## src/rtl/fetch_if_id_stage_if.sv

```systemverilog
// Bundle of fetch-stage signals: hazard/branch control, instruction-memory handshake and IF/ID outputs.
// Optional perf counters appear when FETCH_PERF_CNT_EN is defined.
interface fetch_if_id_stage_if;
    logic        stall;
    logic        branch_taken;
    logic [31:0] branch_target;
    logic        imem_req;
    logic [31:0] imem_addr;
    logic        imem_valid;
    logic [31:0] imem_rdata;
    logic [31:0] IF_ID_PC;
    logic [31:0] IF_ID_Inst;
    logic        IF_ID_valid;
    logic [4:0]  IF_ID_RegisterRs1;
    logic [4:0]  IF_ID_RegisterRs2;
    logic        fetch_busy;
`ifdef FETCH_PERF_CNT_EN
    logic [31:0] perf_stall_cycles;
    logic [31:0] perf_flush_count;

    modport master (
        input  stall, branch_taken, branch_target, imem_valid, imem_rdata,
        output imem_req, imem_addr, IF_ID_PC, IF_ID_Inst, IF_ID_valid,
               IF_ID_RegisterRs1, IF_ID_RegisterRs2, fetch_busy,
               perf_stall_cycles, perf_flush_count
    );
    modport slave (
        output stall, branch_taken, branch_target, imem_valid, imem_rdata,
        input  imem_req, imem_addr, IF_ID_PC, IF_ID_Inst, IF_ID_valid,
               IF_ID_RegisterRs1, IF_ID_RegisterRs2, fetch_busy,
               perf_stall_cycles, perf_flush_count
    );
`else
    modport master (
        input  stall, branch_taken, branch_target, imem_valid, imem_rdata,
        output imem_req, imem_addr, IF_ID_PC, IF_ID_Inst, IF_ID_valid,
               IF_ID_RegisterRs1, IF_ID_RegisterRs2, fetch_busy
    );
    modport slave (
        output stall, branch_taken, branch_target, imem_valid, imem_rdata,
        input  imem_req, imem_addr, IF_ID_PC, IF_ID_Inst, IF_ID_valid,
               IF_ID_RegisterRs1, IF_ID_RegisterRs2, fetch_busy
    );
`endif
endinterface

```

## src/rtl/fetch_if_id_stage.sv

```systemverilog
// Fetch stage with single-outstanding imem requests, stall skid buffer, branch flush and IF/ID register.
// Define FETCH_PERF_CNT_EN to add stall-cycle and flush counters.
module fetch_if_id_stage #(
    parameter logic [31:0] RESET_PC = 32'h0000_0000,
    parameter logic [31:0] NOP_INST = 32'h0000_0013
) (
    input logic                 clk,
    input logic                 rst,
    fetch_if_id_stage_if.master bus
);

    typedef enum logic [1:0] {S_REQ, S_WAIT, S_HOLD, S_DRAIN} fetchState_t;

    fetchState_t state;
    fetchState_t nextState;

    logic        primed;
    logic [31:0] pc;
    logic [31:0] skidPc;
    logic [31:0] skidInst;
    logic [31:0] ifPc;
    logic [31:0] ifInst;
    logic        ifValid;

    logic        flush;
    logic        deliver;
    logic [31:0] deliverPc;
    logic [31:0] deliverInst;

    assign flush = bus.branch_taken;

    always_ff @(posedge clk or posedge rst) begin
        if (rst) begin
            state <= S_REQ;
        end else begin
            state <= nextState;
        end
    end

    // primed keeps the first request off the bus until one edge after reset release
    always_comb begin
        nextState = state;
        case (state)
            S_REQ: begin
                if (primed) begin
                    nextState = flush ? S_DRAIN : S_WAIT;
                end
            end
            S_WAIT: begin
                if (flush) begin
                    nextState = bus.imem_valid ? S_REQ : S_DRAIN;
                end else if (bus.imem_valid) begin
                    nextState = bus.stall ? S_HOLD : S_REQ;
                end
            end
            S_HOLD: begin
                if (flush || !bus.stall) begin
                    nextState = S_REQ;
                end
            end
            S_DRAIN: begin
                if (bus.imem_valid) begin
                    nextState = S_REQ;
                end
            end
            default: nextState = S_REQ;
        endcase
    end

    always_comb begin
        bus.imem_req   = (state == S_REQ) && primed;
        bus.imem_addr  = pc;
        bus.fetch_busy = (state == S_WAIT) || (state == S_DRAIN);
    end

    always_comb begin
        deliver     = 1'b0;
        deliverPc   = pc;
        deliverInst = bus.imem_rdata;
        if (!flush && !bus.stall) begin
            if (state == S_WAIT) begin
                deliver = bus.imem_valid;
            end else if (state == S_HOLD) begin
                deliver     = 1'b1;
                deliverPc   = skidPc;
                deliverInst = skidInst;
            end
        end
    end

    // Without a flush, a non-stalled cycle always rewrites IF/ID so decode never sees a repeat
    always_ff @(posedge clk or posedge rst) begin
        if (rst) begin
            primed   <= 1'b0;
            pc       <= RESET_PC;
            skidPc   <= 32'h0;
            skidInst <= 32'h0;
            ifPc     <= 32'h0;
            ifInst   <= NOP_INST;
            ifValid  <= 1'b0;
        end else begin
            primed <= 1'b1;
            if (flush) begin
                pc       <= {bus.branch_target[31:2], 2'b00};
                skidPc   <= 32'h0;
                skidInst <= 32'h0;
                ifPc     <= 32'h0;
                ifInst   <= NOP_INST;
                ifValid  <= 1'b0;
            end else if (bus.stall) begin
                if (state == S_WAIT && bus.imem_valid) begin
                    skidPc   <= pc;
                    skidInst <= bus.imem_rdata;
                end
            end else if (deliver) begin
                pc      <= pc + 32'd4;
                ifPc    <= deliverPc;
                ifInst  <= deliverInst;
                ifValid <= 1'b1;
                if (state == S_HOLD) begin
                    skidPc   <= 32'h0;
                    skidInst <= 32'h0;
                end
            end else begin
                ifPc    <= pc;
                ifInst  <= NOP_INST;
                ifValid <= 1'b0;
            end
        end
    end

    assign bus.IF_ID_PC          = ifPc;
    assign bus.IF_ID_Inst        = ifInst;
    assign bus.IF_ID_valid       = ifValid;
    assign bus.IF_ID_RegisterRs1 = ifInst[19:15];
    assign bus.IF_ID_RegisterRs2 = ifInst[24:20];

`ifdef FETCH_PERF_CNT_EN
    logic [31:0] stallCycles;
    logic [31:0] flushCount;

    always_ff @(posedge clk or posedge rst) begin
        if (rst) begin
            stallCycles <= 32'h0;
            flushCount  <= 32'h0;
        end else begin
            if (bus.stall && !flush) begin
                stallCycles <= stallCycles + 32'd1;
            end
            if (flush) begin
                flushCount <= flushCount + 32'd1;
            end
        end
    end

    assign bus.perf_stall_cycles = stallCycles;
    assign bus.perf_flush_count  = flushCount;
`endif

endmodule

```

## src/flat_wrapper.sv

```systemverilog
// flat-port wrapper written by rule: the top's interface ports become plain ports
module fetch_if_id_stage_flat 
#(
    parameter logic [31:0] RESET_PC = 32'h0000_0000,
    parameter logic [31:0] NOP_INST = 32'h0000_0013
)
  (clk, rst, bus_stall, bus_branch_taken, bus_branch_target, bus_imem_valid, bus_imem_rdata, bus_imem_req, bus_imem_addr, bus_IF_ID_PC, bus_IF_ID_Inst, bus_IF_ID_valid, bus_IF_ID_RegisterRs1, bus_IF_ID_RegisterRs2, bus_fetch_busy);
  fetch_if_id_stage_if bus_i ();
  input logic clk;
  input logic rst;
  input wire logic [$bits(bus_i.stall)-1:0] bus_stall;
  input wire logic [$bits(bus_i.branch_taken)-1:0] bus_branch_taken;
  input wire logic [$bits(bus_i.branch_target)-1:0] bus_branch_target;
  input wire logic [$bits(bus_i.imem_valid)-1:0] bus_imem_valid;
  input wire logic [$bits(bus_i.imem_rdata)-1:0] bus_imem_rdata;
  output wire logic [$bits(bus_i.imem_req)-1:0] bus_imem_req;
  output wire logic [$bits(bus_i.imem_addr)-1:0] bus_imem_addr;
  output wire logic [$bits(bus_i.IF_ID_PC)-1:0] bus_IF_ID_PC;
  output wire logic [$bits(bus_i.IF_ID_Inst)-1:0] bus_IF_ID_Inst;
  output wire logic [$bits(bus_i.IF_ID_valid)-1:0] bus_IF_ID_valid;
  output wire logic [$bits(bus_i.IF_ID_RegisterRs1)-1:0] bus_IF_ID_RegisterRs1;
  output wire logic [$bits(bus_i.IF_ID_RegisterRs2)-1:0] bus_IF_ID_RegisterRs2;
  output wire logic [$bits(bus_i.fetch_busy)-1:0] bus_fetch_busy;
  assign bus_i.stall = bus_stall;
  assign bus_i.branch_taken = bus_branch_taken;
  assign bus_i.branch_target = bus_branch_target;
  assign bus_i.imem_valid = bus_imem_valid;
  assign bus_i.imem_rdata = bus_imem_rdata;
  assign bus_imem_req = bus_i.imem_req;
  assign bus_imem_addr = bus_i.imem_addr;
  assign bus_IF_ID_PC = bus_i.IF_ID_PC;
  assign bus_IF_ID_Inst = bus_i.IF_ID_Inst;
  assign bus_IF_ID_valid = bus_i.IF_ID_valid;
  assign bus_IF_ID_RegisterRs1 = bus_i.IF_ID_RegisterRs1;
  assign bus_IF_ID_RegisterRs2 = bus_i.IF_ID_RegisterRs2;
  assign bus_fetch_busy = bus_i.fetch_busy;
  fetch_if_id_stage #(.RESET_PC(RESET_PC), .NOP_INST(NOP_INST)) u_core (.clk(clk), .rst(rst), .bus(bus_i));
endmodule
```

## config.mk

```make
export PLATFORM = sky130hd
export DESIGN_NAME = fetch_if_id_stage_flat
export DESIGN_NICKNAME = d
export VERILOG_FILES = /design/src/rtl/fetch_if_id_stage_if.sv /design/src/rtl/fetch_if_id_stage.sv /design/src/flat_wrapper.sv
export SDC_FILE = /design/constraint.sdc
export NUM_CORES = 1
export LEC_CHECK = 0
export ABC_AREA = 1
export BUFFER_PORTS_ARGS = -buffer_cell sky130_fd_sc_hd__buf_2
export CORE_MARGIN = 4
export CORE_UTILIZATION = 45
export DETAILED_ROUTE_END_ITERATION = 12
export PLACE_DENSITY = 0.67
export SYNTH_ARGS = -nofsm -noshare
export SYNTH_HDL_FRONTEND = slang
export SYNTH_SLANG_ARGS = --single-unit
```

## constraint.sdc

```tcl
create_clock -name clk -period 4.3 [get_ports clk]
set_clock_uncertainty 0.1 [all_clocks]
set_input_delay 0.215 -clock clk [delete_from_list [all_inputs] [get_ports clk]]
set_output_delay 0.215 -clock clk [all_outputs]
set_load 0.05 [all_outputs]
```

=== Yosys cells after proc, flatten, opt, wreduce, memory -nomap -nowiden ===
Index checks and enable logic that the tools add are counted.
W data, S select, Z words.

* Bits in registers: 164
* Bits of input ports: 69
* Word-level logic and storage cells: 70

* Equality and inequality tests: 9
* Add/subtract/negate cells: 1
* Reductions and logical operators: 14
* Muxes and demuxes: 38

{| class="wikitable"
|+ Operator list
! operator !! count
|-
| $mux W32 || 23
|-
| $add A32 B3 Y32 const B || 1
|-
| $mux W2 || 8
|-
| $pmux W2 S4 || 1
|-
| $mux W1 || 6
|-
| $ne A2 B1 Y1 const B || 3
|-
| $reduce_bool A3 Y1 || 2
|-
| $eq A2 B2 Y1 const B || 2
|-
| $reduce_and A4 Y1 || 1
|-
| $logic_and A1 B1 Y1 || 3
|-
| $ne A3 B1 Y1 const B || 1
|-
| $ne A3 B3 Y1 const B || 1
|-
| $reduce_and A3 Y1 || 1
|-
| $eq A2 B1 Y1 const B || 1
|-
| $logic_not A1 Y1 || 2
|-
| $logic_not A2 Y1 || 1
|-
| $logic_or A1 B1 Y1 || 2
|-
| $ne A2 B2 Y1 const B || 1
|-
| $reduce_and A2 Y1 || 1
|-
| $reduce_bool A2 Y1 || 1
|}

=== Logic depth before layout (Yosys ltp) ===
* Depth after elaboration: 7
* Gate-level depth with buffers: 10
* Mapped depth without buffers: 10

=== Least setup slack after synthesis ===
No wires, ideal clock.

* Path kind: register to register
* Start: register u_core.pc[3] (netlist: u_core.bus.imem_addr[3])
* End: register u_core.pc[28] (netlist: u_core.bus.imem_addr[28])
* Path buffers: 0
* Library setup time: 0.118 ns
* Arrival: 1.792 ns
* Path slack: 2.290 ns
* Stages on the path, launching flop included: 11
* Cell sequence: dfrtp_1 -> ha_1 -> nand2_1 -> nor2_1 -> nand2_1 -> nor2_1 -> nand2_1 -> nand2_1 -> nand3_1 -> nand2_1 -> nand2_1

* Word-level cells in the longest chain between the ends: 4

{| class="wikitable"
|+ RTL lines
! what !! line !! RTL
|-
| start, declared || fetch_if_id_stage.sv:18 || <nowiki>logic [31:0] pc;</nowiki>
|-
| start signal, assigned || fetch_if_id_stage.sv:104 || <nowiki>pc <= {bus.branch_target[31:2], 2'b00};</nowiki>
|-
| start signal, assigned || fetch_if_id_stage.sv:116 || <nowiki>pc <= pc + 32'd4;</nowiki>
|-
| $add A32 B3 Y32 || fetch_if_id_stage.sv:116 ||
|-
| $mux W32 || fetch_if_id_stage.sv:115 || <nowiki>end else if (deliver) begin</nowiki>
|-
| $mux W32 || fetch_if_id_stage.sv:110 || <nowiki>end else if (bus.stall) begin</nowiki>
|-
| $mux W32 || fetch_if_id_stage.sv:103 || <nowiki>if (flush) begin</nowiki>
|}

Every way passes these cells. The select of a mux whose other input is x is not followed.
A chain may end at the register's enable or synchronous reset.

=== Worst setup path in the final report ===
* Start: register u_core.state[0]
* End: register u_core.ifInst[4] (netlist: u_core.bus.IF_ID_Inst[4])

* Word-level cells in the longest chain between the ends: 7
* Elaborated cells on any way between the ends: 11

{| class="wikitable"
|+ RTL lines
! what !! line !! RTL
|-
| start, declared || fetch_if_id_stage.sv:14 || <nowiki>fetchState_t state;</nowiki>
|-
| start signal, assigned || fetch_if_id_stage.sv:36 || <nowiki>state <= nextState;</nowiki>
|-
| $eq A2 B2 Y1 || fetch_if_id_stage.sv:83 || <nowiki>end else if (state == S_HOLD) begin</nowiki>
|-
| $mux W32 or $mux W1 (tied branches) || fetch_if_id_stage.sv:83 ||
|-
| $mux W32 or $mux W1 (tied branches) || fetch_if_id_stage.sv:81 || <nowiki>if (state == S_WAIT) begin</nowiki>
|-
| $mux W32 or $mux W1 (tied branches) || fetch_if_id_stage.sv:80 || <nowiki>if (!flush && !bus.stall) begin</nowiki>
|-
| $mux W32 * || fetch_if_id_stage.sv:115 ||
|-
| $mux W32 * || fetch_if_id_stage.sv:110 ||
|-
| $mux W32 * || fetch_if_id_stage.sv:103 ||
|-
| end signal, assigned || fetch_if_id_stage.sv:118 || <nowiki>ifInst <= deliverInst;</nowiki>
|-
| end, declared || fetch_if_id_stage.sv:22 || <nowiki>logic [31:0] ifInst;</nowiki>
|}

Every way passes the cells marked *; elsewhere a longest branch is shown, timed or not. The select of a mux whose other input is x is not followed.

==> results.toml <==
[yosys]
synth_cell_type_count = 35
avgSynthCellArea_sq_um = 8.17
async_flop_share_pct = 100
ys.flop_type = "dfrtp_1"
synth-warning-count = 0
synth_area_leaders = "dfrtp_1, nand2_1, nand3_1"
ys_ff_latch = 160
seq_area_frac_synth_pct = 52.2
yosysMostFrequentCell = "nand2_1"
ys_top_cells_by_count = "nand2_1, dfrtp_1, inv_1, nand3_1, o21ai_1"
synth_cells = 940
yosys.area.top_type = "dfrtp_1"
synth_top_area_share_pct = 51.2
synth_edf_count = 0
netlist_area_sq_um = 7680

[sta]
setup_tns_ns = 0
slew_headroom_pct = 36.9
worst_slack_ns = 1.63
rsz0062_at_grt = "no"
slew_violations = 0
setup_violations = 0
fin_crit_sh_pct = 62.0
max_freq_mhz = 375
period_needed_ns = 2.67
timing_hold_violations_final = 33
worstMarginPinSlew_ns = 0.946
fin_hold_ws_ns = -0.0337

[power]
p_leak_nw = 4.77
vdd_drop_max_mv = 0.288
power.density_nw_per_um2 = 525
total_power_w = 0.00510

[final_layout]
multi_input_area_sq_um = 3000
syn_to_final_growth_pct = 26.6
layout.nets = 1203
drive_gt1_share_pct = 20.4
final-seq-area_sq_um = 4010
fin_cells = 1367
n_fill_cell = 1504

[status]
violations = "negative hold slack"
outcome = "finished, violations left"

[global_route]
grt.total_usage_pct = 22.3
busiest_layer = "met2"
grt-ovfl-total = 0
grt_max_degree = 161
antenna_found_initial = 1
met3_usage_pct = 3.79
grt_pass1_wl_mm = 35.3
grtUsageMet1_pct = 32.4
grt_pass1_vias = 6835
grtUsageMet2_pct = 33.9

[detailed_routing]
drcViolationCount = 0
vias = 7130
vias_per_cell = 5.22
wl_per_cell_um = 15.8
drt_pass1_iterations = 5
antenna_left = 0
drt_iter0_markers = 637
drt_wl_total_mm = 21.6

[place]
finalWeightedCongestion = 0.913
place_inst = 1278
port_buffers = 173
place_ws_ns = 1.30
hpwl_mm = 13.8

[cts]
htree_levels = 4
path_clk_slew_ns = 0.06
root_buffer = "clkbuf_16"
clock_latency_ns = 0.42
cts_sinks = 160
clockBufferDepth = 2
cts_tree = "done"
cts_buffers = 17

[worst_setup_path]
critPathLaunchType = "flop"
cp_max_fo = 41
critPathArrivalTime_ns = 2.91
end_kind = "flop"
crit_type = "reg2reg"
crit_required_ns = 4.55
reg2reg_depth = 8

[run]
max_cap_violations = 0

[die]
fp.dieW_um = 139
placementRows = 47
core-area_sq_um = 16600
start_util_pct = 46.1
fp.dieArea_sq_um = 19200
ioPinCount = 178
die_y_um = 139

[min_path]
hp-class = "in2async"
-- sequential cells by signal (all words and copies together) (netlist names) --
register and flops:
u_core.bus.imem_addr 30, u_core.primed 1, u_core.bus.IF_ID_valid 1, u_core.skidPc 31, u_core.bus.IF_ID_Inst 32, u_core.state 2, u_core.skidInst 32, u_core.bus.IF_ID_PC 31
-- through the flow --
| step | cell area (sq um) | util (%) |
|---|---|---|
| 2_1_floorplan | 7690 | - |
| 3_3_place_gp | 8540 | 51.3 |
| 3_5_place_dp | 8540 | 51.3 |
| 4_1_cts | 9720 | 58.4 |
| 5_1_grt | 9720 | 58.4 |
| 6_report | 9720 | 58.4 |
-- critical path: stages (launching register included) --
cell and delay, ns:
dfrtp_1 0.42, inv_2 0.08, nand2_2 0.16, inv_2 0.50, nand2_2 0.49, buf_4 0.45, inv_1 0.16, nand2_1 0.06
a31oi_1 0.15
-- cell usage in the layout, fill, tap and decap left out, types with 12 or more instances in the layout --
cell,instances
o21ai_0,52
buf_2,173
dlygate4sd3_1,56
o21ai_1,58
clkbuf_16,17
nor2_1,52
o211ai_1,12
o22ai_1,30
nand3_1,70
nand2_1,291
inv_1,77
dfrtp_1,157
o221ai_1,24
-- path summary, 6_finish.rpt --
| check | from | end | slack [ns] |
|---|---|---|---|
| setup / recovery | u_core.state[0] | u_core.bus.IF_ID_Inst[4] | 1.63 |
| hold / removal | rst | u_core.bus.IF_ID_PC[15] | -0.03 |
| setup reg to reg | u_core.state[0] | u_core.bus.IF_ID_Inst[4] | 1.63 |
| hold reg to reg | u_core.bus.IF_ID_Inst[27] | u_core.bus.IF_ID_Inst[27] | 0.38 |
| max in group asynchronous | rst | u_core.bus.imem_addr[20] | 3.55 |
| min in group clk | bus_branch_target[23] | u_core.bus.imem_addr[23] | 0.03 |
-- repair_timing --
| action | in CTS | in global routing |
|---|---|---|
| hold endpoints to repair | 61 | 0 |
| gates resized for setup | 0 | 0 |
| hold buffers | 56 | 0 |
| setup buffers | 0 | 0 |
-- report_power, final --
part           switching [W]  leakage, nW  internal, W
Combinational        0.00121         2.36     0.000389
Sequential          0.000204         2.11      0.00173
Clock               0.000624        0.298     0.000949
-- final cells by class --
cell class	instances	area share, %
clock buffers	20	4.70
repair buffers	236	15.3
diodes	1	0.0257
inverters	85	3.36
flip-flops and latches	160	41.2
well taps	220	2.83
clock inverters	12	1.62
multi-input cells	633	30.9
-- kinds of logic (layout without fill, tap and decap cells) --
kind of cell | after synthesis | count (layout) | share of synthesized area [%]
xor+xnor | 3 | 3 | 0.342
flops | 160 | 160 | 52.2
compound gates | 194 | 194 | 15.1
other cells | 2 | 4 | 0.0978
mux | 3 | 3 | 0.391
fa+ha+maj | 1 | 1 | 0.163
buf+inv | 148 | 353 | 8.82
simple gates | 429 | 429 | 22.9
-- routing by layer --
layer / share of wire [%] / vias to the layer above
met5: 0 / -
met4: 1.9 / 0
met3: 5.7 / 25
met2: 45 / 238
met1: 47 / 3392
li1: - / 3475
No activity file was read; power rests on OpenSTA's default activity.
